==> src/rtl/issue_int_scheduler_pkg.sv <==
// Shared sizing constants, grant record type and small helpers for the integer issue scheduler.
package issue_int_scheduler_pkg;

  localparam int ENTRY_NUM  = 32;
  localparam int IDX_W      = 5;
  localparam int DISP_W     = 4;
  localparam int REQ_THRESH = 4;
  localparam int CNT_W      = IDX_W + 1;

  typedef logic [ENTRY_NUM-1:0] emask_t;
  typedef logic [IDX_W-1:0]     eidx_t;

  typedef struct packed {
    logic  vld;
    eidx_t idx;
  } grant_t;

  function automatic emask_t grant_mask(grant_t g);
    emask_t m;
    m = '0;
    if (g.vld) m[g.idx] = 1'b1;
    return m;
  endfunction

  function automatic logic [CNT_W-1:0] count_disp(logic [DISP_W-1:0] v);
    logic [CNT_W-1:0] c;
    c = '0;
    for (int k = 0; k < DISP_W; k++) c = c + {{(CNT_W-1){1'b0}}, v[k]};
    return c;
  endfunction

endpackage

==> src/rtl/issue_int_scheduler_if.sv <==
// Allocation, wakeup and grant bundle between the integer issue queue/front end and its scheduler.
interface issue_int_scheduler_if;
  import issue_int_scheduler_pkg::*;

  logic                    IsQuIntStop;
  logic                    IsQuIntFlash;
  logic                    IsQuIntReq;
  logic [DISP_W-1:0]       AllocReq;
  logic [DISP_W-1:0]       AllocMul;
  logic [DISP_W*IDX_W-1:0] AllocIdx;
  logic [DISP_W-1:0]       AllocAck;
  logic [ENTRY_NUM-1:0]    EntryReady;
  logic                    Alu1Valid;
  logic [IDX_W-1:0]        Alu1Idx;
  logic                    Alu2Valid;
  logic [IDX_W-1:0]        Alu2Idx;
  logic                    MulValid;
  logic [IDX_W-1:0]        MulIdx;
  logic [IDX_W:0]          FreeCnt;

  modport master (
    output IsQuIntStop, IsQuIntFlash, AllocReq, AllocMul, EntryReady,
    input  IsQuIntReq, AllocIdx, AllocAck, Alu1Valid, Alu1Idx, Alu2Valid, Alu2Idx,
           MulValid, MulIdx, FreeCnt
  );

  modport slave (
    input  IsQuIntStop, IsQuIntFlash, AllocReq, AllocMul, EntryReady,
    output IsQuIntReq, AllocIdx, AllocAck, Alu1Valid, Alu1Idx, Alu2Valid, Alu2Idx,
           MulValid, MulIdx, FreeCnt
  );

endinterface

==> src/rtl/issue_int_scheduler_age_pick.sv <==
// Oldest-candidate picker. With ISQ_INT_AGE_SELECT_EN defined it uses the age matrix;
// otherwise it is a lowest-index priority encoder.
module isq_age_pick
  import issue_int_scheduler_pkg::*;
(
  input  emask_t                 cand_i,
`ifdef ISQ_INT_AGE_SELECT_EN
  input  emask_t [ENTRY_NUM-1:0] older_i,
`endif
  input  emask_t                 excl_i,
  output logic                   found_o,
  output eidx_t                  idx_o
);

  emask_t eff;
  assign eff = cand_i & ~excl_i;

  // Scan downward so the lowest index wins if more than one entry qualifies.
  always_comb begin
    found_o = 1'b0;
    idx_o   = '0;
    for (int i = ENTRY_NUM - 1; i >= 0; i--) begin
`ifdef ISQ_INT_AGE_SELECT_EN
      if (eff[i] && ((older_i[i] & eff) == '0)) begin
`else
      if (eff[i]) begin
`endif
        found_o = 1'b1;
        idx_o   = IDX_W'(i);
      end
    end
  end

endmodule

==> src/rtl/issue_int_scheduler.sv <==
// Integer issue-queue slot allocator and ALU/ALU/MUL select controller.
// Define ISQ_INT_AGE_SELECT_EN for oldest-first select; otherwise lowest index wins.
module issue_int_scheduler
  import issue_int_scheduler_pkg::*;
(
  input logic                  Clk,
  input logic                  Rest,
  issue_int_scheduler_if.slave isq
);

  emask_t           valid_q, valid_d;
  emask_t           ismul_q, ismul_d;
  grant_t           alu1_q, alu1_d, alu2_q, alu2_d, mul_q, mul_d;
  logic [CNT_W-1:0] freecnt_q, freecnt_d;
`ifdef ISQ_INT_AGE_SELECT_EN
  emask_t [ENTRY_NUM-1:0] older_q, older_d;
  emask_t                 age_row;
`endif

  emask_t                  issued, free_m, cand, alu_cand, mul_cand, pick_m, alloc_m;
  logic                    alloc_en;
  eidx_t [DISP_W-1:0]      slot_idx;
  logic [DISP_W-1:0]       slot_found, ack;
  logic                    a1_found, a2_found, m_found;
  eidx_t                   a1_idx, a2_idx, m_idx;
  grant_t                  alu1_pick, alu2_pick, mul_pick;

  assign isq.IsQuIntReq = (freecnt_q < CNT_W'(REQ_THRESH));
  assign alloc_en       = ~isq.IsQuIntReq & ~isq.IsQuIntStop & ~isq.IsQuIntFlash;

  // Entries whose grant is on the outputs are not reused until the following cycle.
  assign issued = grant_mask(alu1_q) | grant_mask(alu2_q) | grant_mask(mul_q);
  assign free_m = ~valid_q & ~issued;

  always_comb begin
    int n;
    n          = 0;
    slot_idx   = '0;
    slot_found = '0;
    for (int i = 0; i < ENTRY_NUM; i++) begin
      if (free_m[i]) begin
        for (int k = 0; k < DISP_W; k++) begin
          if (n == k) begin
            slot_idx[k]   = IDX_W'(i);
            slot_found[k] = 1'b1;
          end
        end
        n = n + 1;
      end
    end
  end

  assign ack          = isq.AllocReq & slot_found & {DISP_W{alloc_en}};
  assign isq.AllocAck = ack;
  assign isq.AllocIdx = slot_idx;

  always_comb begin
    alloc_m = '0;
    for (int k = 0; k < DISP_W; k++) begin
      if (ack[k]) alloc_m[slot_idx[k]] = 1'b1;
    end
  end

  assign cand     = valid_q & isq.EntryReady & ~issued;
  assign alu_cand = cand & ~ismul_q;
  assign mul_cand = cand & ismul_q;

  isq_age_pick u_pick_alu1 (
    .cand_i  (alu_cand),
`ifdef ISQ_INT_AGE_SELECT_EN
    .older_i (older_q),
`endif
    .excl_i  ('0),
    .found_o (a1_found),
    .idx_o   (a1_idx)
  );

  assign alu1_pick = '{vld: a1_found, idx: a1_idx};

  isq_age_pick u_pick_alu2 (
    .cand_i  (alu_cand),
`ifdef ISQ_INT_AGE_SELECT_EN
    .older_i (older_q),
`endif
    .excl_i  (grant_mask(alu1_pick)),
    .found_o (a2_found),
    .idx_o   (a2_idx)
  );

  isq_age_pick u_pick_mul (
    .cand_i  (mul_cand),
`ifdef ISQ_INT_AGE_SELECT_EN
    .older_i (older_q),
`endif
    .excl_i  ('0),
    .found_o (m_found),
    .idx_o   (m_idx)
  );

  assign alu2_pick = '{vld: a2_found, idx: a2_idx};
  assign mul_pick  = '{vld: m_found, idx: m_idx};
  assign pick_m    = grant_mask(alu1_pick) | grant_mask(alu2_pick) | grant_mask(mul_pick);

  always_comb begin
    valid_d   = valid_q;
    ismul_d   = ismul_q;
    alu1_d    = alu1_q;
    alu2_d    = alu2_q;
    mul_d     = mul_q;
    freecnt_d = freecnt_q;
`ifdef ISQ_INT_AGE_SELECT_EN
    older_d   = older_q;
    age_row   = '0;
`endif
    if (isq.IsQuIntFlash) begin
      valid_d   = '0;
      alu1_d    = '0;
      alu2_d    = '0;
      mul_d     = '0;
      freecnt_d = CNT_W'(ENTRY_NUM);
`ifdef ISQ_INT_AGE_SELECT_EN
      older_d   = '0;
`endif
    end else if (!isq.IsQuIntStop) begin
      valid_d = (valid_q & ~pick_m) | alloc_m;
      for (int k = 0; k < DISP_W; k++) begin
        if (ack[k]) ismul_d[slot_idx[k]] = isq.AllocMul[k];
      end
      alu1_d    = alu1_pick;
      alu2_d    = alu2_pick;
      mul_d     = mul_pick;
      freecnt_d = freecnt_q + CNT_W'(alu1_pick.vld) + CNT_W'(alu2_pick.vld)
                + CNT_W'(mul_pick.vld) - count_disp(ack);
`ifdef ISQ_INT_AGE_SELECT_EN
      // Freed columns clear first; a new row sees survivors plus lower-slot siblings as older.
      for (int i = 0; i < ENTRY_NUM; i++) older_d[i] = older_q[i] & ~pick_m;
      for (int k = 0; k < DISP_W; k++) begin
        if (ack[k]) begin
          age_row = valid_q & ~pick_m;
          for (int m = 0; m < k; m++) begin
            if (ack[m]) age_row[slot_idx[m]] = 1'b1;
          end
          older_d[slot_idx[k]] = age_row;
        end
      end
`endif
    end
  end

  always_ff @(posedge Clk) begin
    if (!Rest) begin
      valid_q   <= '0;
      ismul_q   <= '0;
      alu1_q    <= '0;
      alu2_q    <= '0;
      mul_q     <= '0;
      freecnt_q <= CNT_W'(ENTRY_NUM);
`ifdef ISQ_INT_AGE_SELECT_EN
      older_q   <= '0;
`endif
    end else begin
      valid_q   <= valid_d;
      ismul_q   <= ismul_d;
      alu1_q    <= alu1_d;
      alu2_q    <= alu2_d;
      mul_q     <= mul_d;
      freecnt_q <= freecnt_d;
`ifdef ISQ_INT_AGE_SELECT_EN
      older_q   <= older_d;
`endif
    end
  end

  assign isq.Alu1Valid = alu1_q.vld;
  assign isq.Alu1Idx   = alu1_q.idx;
  assign isq.Alu2Valid = alu2_q.vld;
  assign isq.Alu2Idx   = alu2_q.idx;
  assign isq.MulValid  = mul_q.vld;
  assign isq.MulIdx    = mul_q.idx;
  assign isq.FreeCnt   = freecnt_q;

endmodule

==> src/flat_wrapper.sv <==
// flat-port wrapper written by rule: the top's interface ports become plain ports
module issue_int_scheduler_flat import issue_int_scheduler_pkg::*;
  (Clk, Rest, isq_IsQuIntStop, isq_IsQuIntFlash, isq_AllocReq, isq_AllocMul, isq_EntryReady, isq_IsQuIntReq, isq_AllocIdx, isq_AllocAck, isq_Alu1Valid, isq_Alu1Idx, isq_Alu2Valid, isq_Alu2Idx, isq_MulValid, isq_MulIdx, isq_FreeCnt);
  issue_int_scheduler_if isq_i ();
  input logic Clk;
  input logic Rest;
  input wire logic [$bits(isq_i.IsQuIntStop)-1:0] isq_IsQuIntStop;
  input wire logic [$bits(isq_i.IsQuIntFlash)-1:0] isq_IsQuIntFlash;
  input wire logic [$bits(isq_i.AllocReq)-1:0] isq_AllocReq;
  input wire logic [$bits(isq_i.AllocMul)-1:0] isq_AllocMul;
  input wire logic [$bits(isq_i.EntryReady)-1:0] isq_EntryReady;
  output wire logic [$bits(isq_i.IsQuIntReq)-1:0] isq_IsQuIntReq;
  output wire logic [$bits(isq_i.AllocIdx)-1:0] isq_AllocIdx;
  output wire logic [$bits(isq_i.AllocAck)-1:0] isq_AllocAck;
  output wire logic [$bits(isq_i.Alu1Valid)-1:0] isq_Alu1Valid;
  output wire logic [$bits(isq_i.Alu1Idx)-1:0] isq_Alu1Idx;
  output wire logic [$bits(isq_i.Alu2Valid)-1:0] isq_Alu2Valid;
  output wire logic [$bits(isq_i.Alu2Idx)-1:0] isq_Alu2Idx;
  output wire logic [$bits(isq_i.MulValid)-1:0] isq_MulValid;
  output wire logic [$bits(isq_i.MulIdx)-1:0] isq_MulIdx;
  output wire logic [$bits(isq_i.FreeCnt)-1:0] isq_FreeCnt;
  assign isq_i.IsQuIntStop = isq_IsQuIntStop;
  assign isq_i.IsQuIntFlash = isq_IsQuIntFlash;
  assign isq_i.AllocReq = isq_AllocReq;
  assign isq_i.AllocMul = isq_AllocMul;
  assign isq_i.EntryReady = isq_EntryReady;
  assign isq_IsQuIntReq = isq_i.IsQuIntReq;
  assign isq_AllocIdx = isq_i.AllocIdx;
  assign isq_AllocAck = isq_i.AllocAck;
  assign isq_Alu1Valid = isq_i.Alu1Valid;
  assign isq_Alu1Idx = isq_i.Alu1Idx;
  assign isq_Alu2Valid = isq_i.Alu2Valid;
  assign isq_Alu2Idx = isq_i.Alu2Idx;
  assign isq_MulValid = isq_i.MulValid;
  assign isq_MulIdx = isq_i.MulIdx;
  assign isq_FreeCnt = isq_i.FreeCnt;
  issue_int_scheduler u_core (.Clk(Clk), .Rest(Rest), .isq(isq_i));
endmodule
==> config.mk <==
export PLATFORM = sky130hd
export DESIGN_NAME = issue_int_scheduler_flat
export DESIGN_NICKNAME = d
export VERILOG_FILES = /design/src/rtl/issue_int_scheduler_pkg.sv /design/src/rtl/issue_int_scheduler_if.sv /design/src/rtl/issue_int_scheduler_age_pick.sv /design/src/rtl/issue_int_scheduler.sv /design/src/flat_wrapper.sv
export SDC_FILE = /design/constraint.sdc
export NUM_CORES = 1
export LEC_CHECK = 0
export ABC_AREA = 0
export CORE_ASPECT_RATIO = 1.75
export CORE_UTILIZATION = 25
export DETAILED_ROUTE_END_ITERATION = 7
export DONT_BUFFER_PORTS = 1
export PLACE_DENSITY = 0.47
export SETUP_SLACK_MARGIN = 0.1
export SLEW_MARGIN = 20
export SYNTH_ARGS = -nofsm -noshare
export SYNTH_HDL_FRONTEND = slang
export SYNTH_SLANG_ARGS = --single-unit
==> constraint.sdc <==
create_clock -name Clk -period 24.2 [get_ports Clk]
set_input_delay 0 -clock Clk [delete_from_list [all_inputs] [get_ports Clk]]
set_output_delay 0 -clock Clk [all_outputs]
set_load 0.01 [all_outputs]
-- Word-level counts from Yosys, hierarchy flattened
Index checks and enable logic that the tools add are counted.
- add/subtract/negate cells: 37
- $lt $le $gt $ge: 21
- equal/unequal tests: 93
- multiplexer cells: 578
- bitwise gates (word level): 28
- reduce and logical (&&, ||, !) cells: 43
- operators by type and width (kind ; count):
    $eq A32 B3 Y1 const B ; 62
    $mux W32 ; 50
    $mux W5 ; 216
    $eq A32 B2 Y1 const B ; 31
    $logic_not A32 Y1 ; 31
    $add A32 B2 Y32 const B ; 30
    $mux W20 ; 31
    $or A32 B32 Y32 ; 8
    $mux W1 ; 236
    $and A32 B32 Y32 ; 7
    $not A32 Y32 ; 5
    $bwmux W32 ; 4
    $mux W4 ; 31
    $lt A5 B6 Y1 const B ; 10
    $demux W1 S5 ; 10
    $ge A5 B1 Y1 const B ; 10
    $add A6 B1 Y6 ; 5
    $logic_and A1 B1 Y1 ; 10
    $and A4 B4 Y4 ; 2
    $lt A6 B3 Y1 const B ; 1
    $sub A6 B6 Y6 ; 1
    $not A1 Y1 ; 4
    $add A1 B1 Y2 ; 1
    $and A1 B1 Y1 ; 2
    2 further kinds ; 2
- flip-flop bits (word level): 88
- output and inout bits: 49
- logic and storage cells: 809

-- Depth between registers and ports, before layout
Gate-level depths: netlist of the first run.
- word-level depth: 91
- gate-level depth with buffers: 123

-- Modules after synthesis
Synthesis of the first run repeated with hierarchy kept, for this count alone.
- cell total of the unflattened synthesis: 3222
- area, all modules: 22445.3 µm²
- by module, submodules not included (module ; instances ; cells an instance ; area an instance (µm²)):
    issue_int_scheduler ; 1 ; 2922 ; 20425.8
    isq_age_pick ; 3 ; 100 ; 673.1

-- Worst setup path before layout of the first run
Ideal clock, no wire load.
- kind: register to register
- from: register u_core.mul_q, in the netlist u_core.isq.MulIdx[4]
- to: register u_core.freecnt_q[4], in the netlist u_core.isq.FreeCnt[4]
- setup time: 0.128 ns
- arrival time: 24.045 ns
- slack: 0.028 ns
- stages on the path, launching flop included: 122
- path buffers: 2
- period minus slack after synthesis: 24.172 ns
- cells stage by stage: dfxtp_1 -> buf_2 -> or4b_4 -> o22ai_1 -> nor2_1 -> nor2b_1 -> inv_1 -> fa_1 -> inv_1 -> ha_1 -> nor3_1 -> a31oi_2 -> ha_1 -> nor3_1 -> a21o_1 -> ha_1 -> mux2i_1 -> o31ai_4 -> (+86 left out) -> nor3_1 -> a21o_1 -> fa_1 -> inv_1 -> fa_1 -> fa_1 -> inv_1 -> ha_1 -> inv_1 -> fa_1 -> inv_1 -> a21oi_1 -> nor2_1 -> nor2_1 -> xor2_1 -> nor2_1 -> a21oi_1 -> nor2_1
- longest elaborated chain between the ends: 83
- elaborated cells between the ends (all ways): 498
- RTL lines (element ; RTL line ; text):
    start, declared ; issue_int_scheduler.sv:13 ; grant_t alu1_q, alu1_d, alu2_q, alu2_d, mul_q, mul_d;
    start signal, assigned ; issue_int_scheduler.sv:166 ; mul_q <= mul_d;
    $lt A5 B6 Y1 (implied by the code) / $ge A5 B1 Y1 (equally long branches) ; issue_int_scheduler_pkg.sv:21 ; if (g.vld) m[g.idx] = 1'b1;
    $logic_and A1 B1 Y1 (implied by the code) ; issue_int_scheduler_pkg.sv:21 ;
    $mux W1 (implied by the code) ; issue_int_scheduler_pkg.sv:21 ;
    $demux W1 S5 (*) ; n/a ;
    $mux W32 (*) ; issue_int_scheduler_pkg.sv:21 ;
    $or A32 B32 Y32 (*) ; issue_int_scheduler.sv:32 ; assign issued = grant_mask(alu1_q) | grant_mask(alu2_q) | grant_mask(mul_q);
    $not A32 Y32 (*) ; issue_int_scheduler.sv:33, issue_int_scheduler.sv:64 ;
    parallel branches: the longest is 75 deep, another holds $add A32 B2 Y32 ; n/a ;
    $sub A6 B6 Y6 (*) ; issue_int_scheduler.sv:133 ; + CNT_W'(mul_pick.vld) - count_disp(ack);
    end signal, assigned ; issue_int_scheduler.sv:157 ; freecnt_q <= CNT_W'(ENTRY_NUM);
    end signal, assigned ; issue_int_scheduler.sv:167 ; freecnt_q <= freecnt_d;
    end, declared ; issue_int_scheduler.sv:14 ; logic [CNT_W-1:0] freecnt_q, freecnt_d;
Mark *: on every way between the ends.
A chain may end at the register's enable or synchronous reset.

-- Worst setup path after layout of the first run
Same ends and word-level chain as after synthesis.

==> results of run 1 <==
-- registers in the layout (all words and copies together) (netlist names) --
| signal | count |
|---|---|
| u_core.valid_q | 32 |
| u_core.ismul_q | 32 |
| u_core.isq.Alu2Idx | 5 |
| u_core.isq.Alu2Valid | 1 |
| u_core.isq.MulIdx | 5 |
| u_core.isq.Alu1Idx | 5 |
| u_core.isq.MulValid | 1 |
| u_core.isq.Alu1Valid | 1 |
| u_core.isq.FreeCnt | 6 |
-- through the flow --
step	instance area, µm²	util (%)	hold WS, ns
3_5_place_dp	22380	27.57	0.1213
5_1_grt	23270	28.68	0.02040
2_1_floorplan	20560	-	0.1618
4_1_cts	22820	28.11	0.001779
6_report	23280	28.69	0.01967
3_3_place_gp	22380	27.57	0.1161
-- metal layers --
metal  share of wire [%]  global-route usage [%]
met4                  11                   25.03
met3                 6.2                   5.767
met2                  50                   50.01
met5               0.048                       0
met1                  32                   25.92
-- worst register-to-register path, delay by kind of cell, from the launching register on --
kind | cells | cell delay [ns]
buffers and inverters | 12 | 1.23
adder cells (fa/ha/maj) | 34 | 10.03
AO/OA/AOI/OAI | 37 | 5.22
XOR/XNOR | 1 | 0.12
flip-flops | 1 | 0.31
multiplexers | 5 | 1.23
AND/OR/NAND/NOR | 31 | 4.79
-- final cells by class --
type | instances | area share, %
multi-input cells | 2652 | 78.20
flip-flops and latches | 88 | 7.567
repair buffers | 160 | 5.358
inverters | 119 | 1.919
clock buffers | 11 | 1.086
clock inverters | 5 | 0.1666
well taps | 1050 | 5.643
diodes | 6 | 0.06449
-- final timing paths --
kind	slack (ns)	start	depth (start not counted)	endpoint
min	0.02	isq_IsQuIntStop	2	u_core.valid_q[22]$_SDFFE_PP0N_
max reg2reg	1.19	u_core.isq.MulIdx[4]$_SDFFE_PP0N_	120	u_core.isq.FreeCnt[4]$_SDFFE_PP0N_
max	1.19	u_core.isq.MulIdx[4]$_SDFFE_PP0N_	120	u_core.isq.FreeCnt[4]$_SDFFE_PP0N_
min reg2reg	0.53	u_core.valid_q[29]$_SDFFE_PP0N_	2	u_core.valid_q[29]$_SDFFE_PP0N_
-- synthesized netlist by cell type (all sizes together) (21+ instances only) --
cell and n:
nand2 333, nor2 309, a21oi 166, o21ai 162, nor3 152, ha 127
xnor2 127, inv 116, nand3 107, dfxtp 88, and2 76, clkbuf 73
nor2b 53, mux2i 51, nand2b 49, a31oi 46, or3 45, and3 43
nor4 43, o22ai 43, a22oi 40, buf 40, nand4 38, a21o 36
xor2 33, a221oi 30, mux2 28, o211ai 28, a211oi 27, or2 27
a21boi 24, o21a 23, a22o 21
-- kinds of logic (layout without fill, tap and decap cells) --
kind of cell	count (synthesis)	in the layout	share of synthesized area [%]
AND/OR/NAND/NOR	1398	1398	34.97
XOR/XNOR	171	171	9.385
adder cells (fa/ha/maj)	136	136	8.466
AO/OA/AOI/OAI	868	868	29.88
flip-flops	88	88	8.569
multiplexers	79	79	4.138
other	0	6	0
buffers and inverters	232	295	4.589
-- repair_timing --
| item | CTS | global route |
|---|---|---|
| buffers inserted | 0 | 10 |
| hold endpoints to repair | 74 | 0 |
| setup endpoints to repair | 4 | 27 |
| pin swaps | 0 | 14 |
| gates resized for setup | 2 | 55 |
| hold buffers | 12 | 0 |
==> qor.txt, run 1 <==
Final Cycle Share: 95.07%
Final WS setup: 1.194 ns
Synthesized instance count: 2972
Post-synthesis register bit count: 88
First-pass GRT wire length: 167900 µm
Detail Placement HPWL: 95440 µm
I/O Buffers: 0
Main flop type after synthesis: dfxtp_1
Drt wl/cell: 28.84 µm
Yosys top cell by area: dfxtp_1
Initial Util: 25.33%
Largest cells by area after synthesis: dfxtp_1, ha_1, nand2_1
Die area: 0.08343 mm²
# IOs: 93
DRC: 0
Place WS: -0.07534 ns
Multi-input gate area: 0.01821 mm²
Storage element area: 0.001762 mm²
H-tree levels: 3
Worst Hold Class: input port to flip-flop
TritonCTS Buffers: 9
Cell count after placement: 4040
GR Overflow Total: 0
Via count: 24630
Critical path's top delay family: adder cells
Ys Warns: 0
Worst path max stage delay: 0.58 ns
Cell Area, Synth: 0.02056 mm²
Fillers: 9070
GPL Wtd Cong: 1.016
Fin nets: 3207
Data arrival time of the critical path: 23.25 ns
Initial antenna violation count: 14
Fraction of layout instances using a drive strength above 1: 11.93%
Setup violators final: 0
Commonest non-fill, non-tap cell in the layout: nand2_1
CP endpoint kind: flip-flop
DRT antenna net count: 0
Final hold vios: 0
CP required: 24.45 ns
Synthesis-to-layout area growth: 13.25%
Max FO, Critical Path: 10
TritonCTS clock tree: done
Max cap viols: 0
Gr usage total: 27.72%
Most frequent CP cell: ha_1
Vias in the first global route: 24580
Syn Area/Cell: 6.917 µm²
CP max-delay cell: or4b_4
Worst path bufs/invs: 12
Clock Sinks: 88
Peak Freq: 43.47 MHz
CP Class: flip-flop to flip-flop
CP startpoint kind: flip-flop
Root Buffer: clkbuf_16
TritonRoute pass-1 iters: 6
Final period demand of the worst path: 23.01 ns
Core footprint: 0.08115 mm²
Post-synth EDFFs: 0
Slew Viols, Final: 0
Share of the synthesized area in the top cell type: 8.569%
Pin count of the biggest net entering global routing: 53
Routed vias/inst: 6.022
Seq/Total Area, Yosys: 8.569%
Setup TNS: 0 ns
Synth unique cells: 127
Clock Skew: 0.02251 ns
Fin cells: 4091
DR iter-0 viols: 2046
Most frequent cells in the layout: nand2_1, nor2_1, a21oi_1, buf_4, nor3_1
Least-Margin Pin Slew: 1.179 ns
Rel. slew slack: 20.75%
Maximum root-to-sink buffer count: 2
Async SR Flop Fraction: 0%
Row count: 138
Clk Latency, worst-skew pair: 0.38 ns
Post-synth net total: 3149
Die height: 381.4 µm
Routed WL: 118000 µm
Chip Width: 218.8 µm
Status: finished, final reports clean
Worst-path clk slew: 0.08 ns
Power of run 1 is left out: the tool's default activity adds up to more than one toggle a clock period on the data nets, which glitch-free logic cannot reach.
==> run 2: changes to the inputs <==
Settings changed: CORE_ASPECT_RATIO 1.75 to default.
==> run 2 against run 1 <==
The run now ends with hold timing left; count of clock-buffer cells in the layout fell by 1; global-route usage fell by 4.0 points; cell area fell by 0.18%; clock skew rose by 0.0056 ns; sequential share of layout area barely moved; first-iteration DRC count rose by 19%; die area barely moved; critical path type unchanged; highest routed layer unchanged.
==> qor.txt, run 2 (same netlist as run 1, synthesis figures left out) <==
Final hold vios: 1
Max FO, Critical Path: 10
Status: finished, violations left
Rel. slew slack: 19.22%
Worst-path clk slew: 0.10 ns
Detail Placement HPWL: 82700 µm
DR iter-0 viols: 2430
CP Class: flip-flop to flip-flop
Final period demand of the worst path: 22.86 ns
Slew Viols, Final: 0
TritonRoute pass-1 iters: 6
Vias in the first global route: 22740
CP startpoint kind: flip-flop
Setup violators final: 0
Peak Freq: 43.74 MHz
WHS: -0.002174 ns
Synthesis-to-layout area growth: 13.05%
Most frequent CP cell: ha_1
Clock Skew: 0.02813 ns
DRT antenna net count: 0
Most frequent cells in the layout: nand2_1, nor2_1, a21oi_1, nor3_1
Die height: 288.8 µm
Fin cells: 4085
TritonCTS clock tree: done
Routed vias/inst: 5.875
Pin count of the biggest net entering global routing: 64
Final Cycle Share: 94.47%
Row count: 104
I/O Buffers: 0
TritonCTS Buffers: 9
Clock Sinks: 88
Initial Util: 25.40%
# IOs: 93
GR Overflow Total: 0
Worst path max stage delay: 0.63 ns
H-tree levels: 3
First-pass GRT wire length: 149100 µm
Max cap viols: 0
Chip Width: 288.8 µm
CP endpoint kind: flip-flop
RSZ-0062 raised after global routing: false
Core footprint: 0.08094 mm²
Commonest non-fill, non-tap cell in the layout: nand2_1
Data arrival time of the critical path: 23.13 ns
Clk Latency, worst-skew pair: 0.40 ns
GPL Wtd Cong: 0.9925
Via count: 24000
CP required: 24.46 ns
DRC: 0
Fraction of layout instances using a drive strength above 1: 11.72%
Least-Margin Pin Slew: 1.201 ns
CP max-delay cell: fa_1
Cell count after placement: 4029
Maximum root-to-sink buffer count: 2
Routed WL: 102100 µm
Fin nets: 3192
Root Buffer: clkbuf_16
Initial antenna violation count: 7
Drt wl/cell: 24.99 µm
Gr usage total: 23.71%
Worst Hold Class: input port to flip-flop
Violated checks: hold timing
Die area: 0.08339 mm²
## run 2: cell count changes in the layout (fill, tap and decap cells not counted), sizes merged
cell and change:
buf -13, bufinv +1, clkbuf -3, clkinv -1
clkinvlp +1, diode -1
## run 2: final cells by class
cell class / count / area, µm²
fillers: 9041 / 57700
multi-input cells: 2652 / 18250
flip-flops and latches: 88 / 1762
well taps: 1060 / 1326
repair buffers: 145 / 1136
inverters: 119 / 446.7
clock buffers: 10 / 239.0
clock inverters: 6 / 67.56
diodes: 5 / 12.51
## run 2: worst paths after layout
kind / startpoint / endpoint / slack (ns) / cells past startpoint
setup / recovery: u_core.isq.MulIdx[4]$_SDFFE_PP0N_ / u_core.isq.FreeCnt[4]$_SDFFE_PP0N_ / 1.34 / 118
hold / removal: isq_AllocMul[1] / u_core.ismul_q[17]$_SDFFE_PN0P_ / -0.002 / 3
setup reg to reg: u_core.isq.MulIdx[4]$_SDFFE_PP0N_ / u_core.isq.FreeCnt[4]$_SDFFE_PP0N_ / 1.34 / 118
hold reg to reg: u_core.valid_q[20]$_SDFFE_PP0N_ / u_core.valid_q[20]$_SDFFE_PP0N_ / 0.50 / 2
## run 2: critical path, delay by kind of cell, from the launching register on
kind	cells	cell delay, ns
muxes	5	1.28
xor gates and xnor gates	1	0.12
AOI/OAI and AO/OA	35	5.11
adders and majority gates	31	9.24
buffers and inverters	12	1.20
and+or+nand+nor	34	5.46
DFF	1	0.31
## run 2: through the flow
| stage | TNS, ns | utilization [%] | hold WS (ns) | setup slack [ns] | area [µm²] |
|---|---|---|---|---|---|
| 2_1_floorplan | 0 | - | 0.1618 | 0.1348 | 20560 |
| 3_3_place_gp | 0 | 27.47 | 0.1191 | 0.3558 | 22240 |
| 3_5_place_dp | -0.6463 | 27.50 | 0.1147 | -0.2872 | 22260 |
| 4_1_cts | 0 | 28.09 | 0.002169 | 0.1277 | 22730 |
| 5_1_grt | 0 | 28.71 | 0.02156 | 0.06678 | 23240 |
| 6_report | 0 | 28.71 | -0.002174 | 1.339 | 23240 |
## run 2: per-layer routing
layer / track usage (%) / routed length, µm / up-vias / part of all wire, %
li1: - / - / 11210 / -
met4: 12.12 / 5573 / 2 / 5.5
met5: 0 / 14 / - / 0.014
met2: 38.07 / 45970 / 1110 / 45
met3: 3.088 / 7148 / 249 / 7.0
met1: 30.91 / 43400 / 11430 / 43
## run 2: repair_timing
action | CTS | global route
pin swaps | 0 | 20
resized for setup | 8 | 66
setup buffers | 0 | 22
hold buffers | 12 | 0
hold endpoints to repair | 76 | 0
setup endpoints to repair | 5 | 46
Power of run 2 is left out for the same reason.
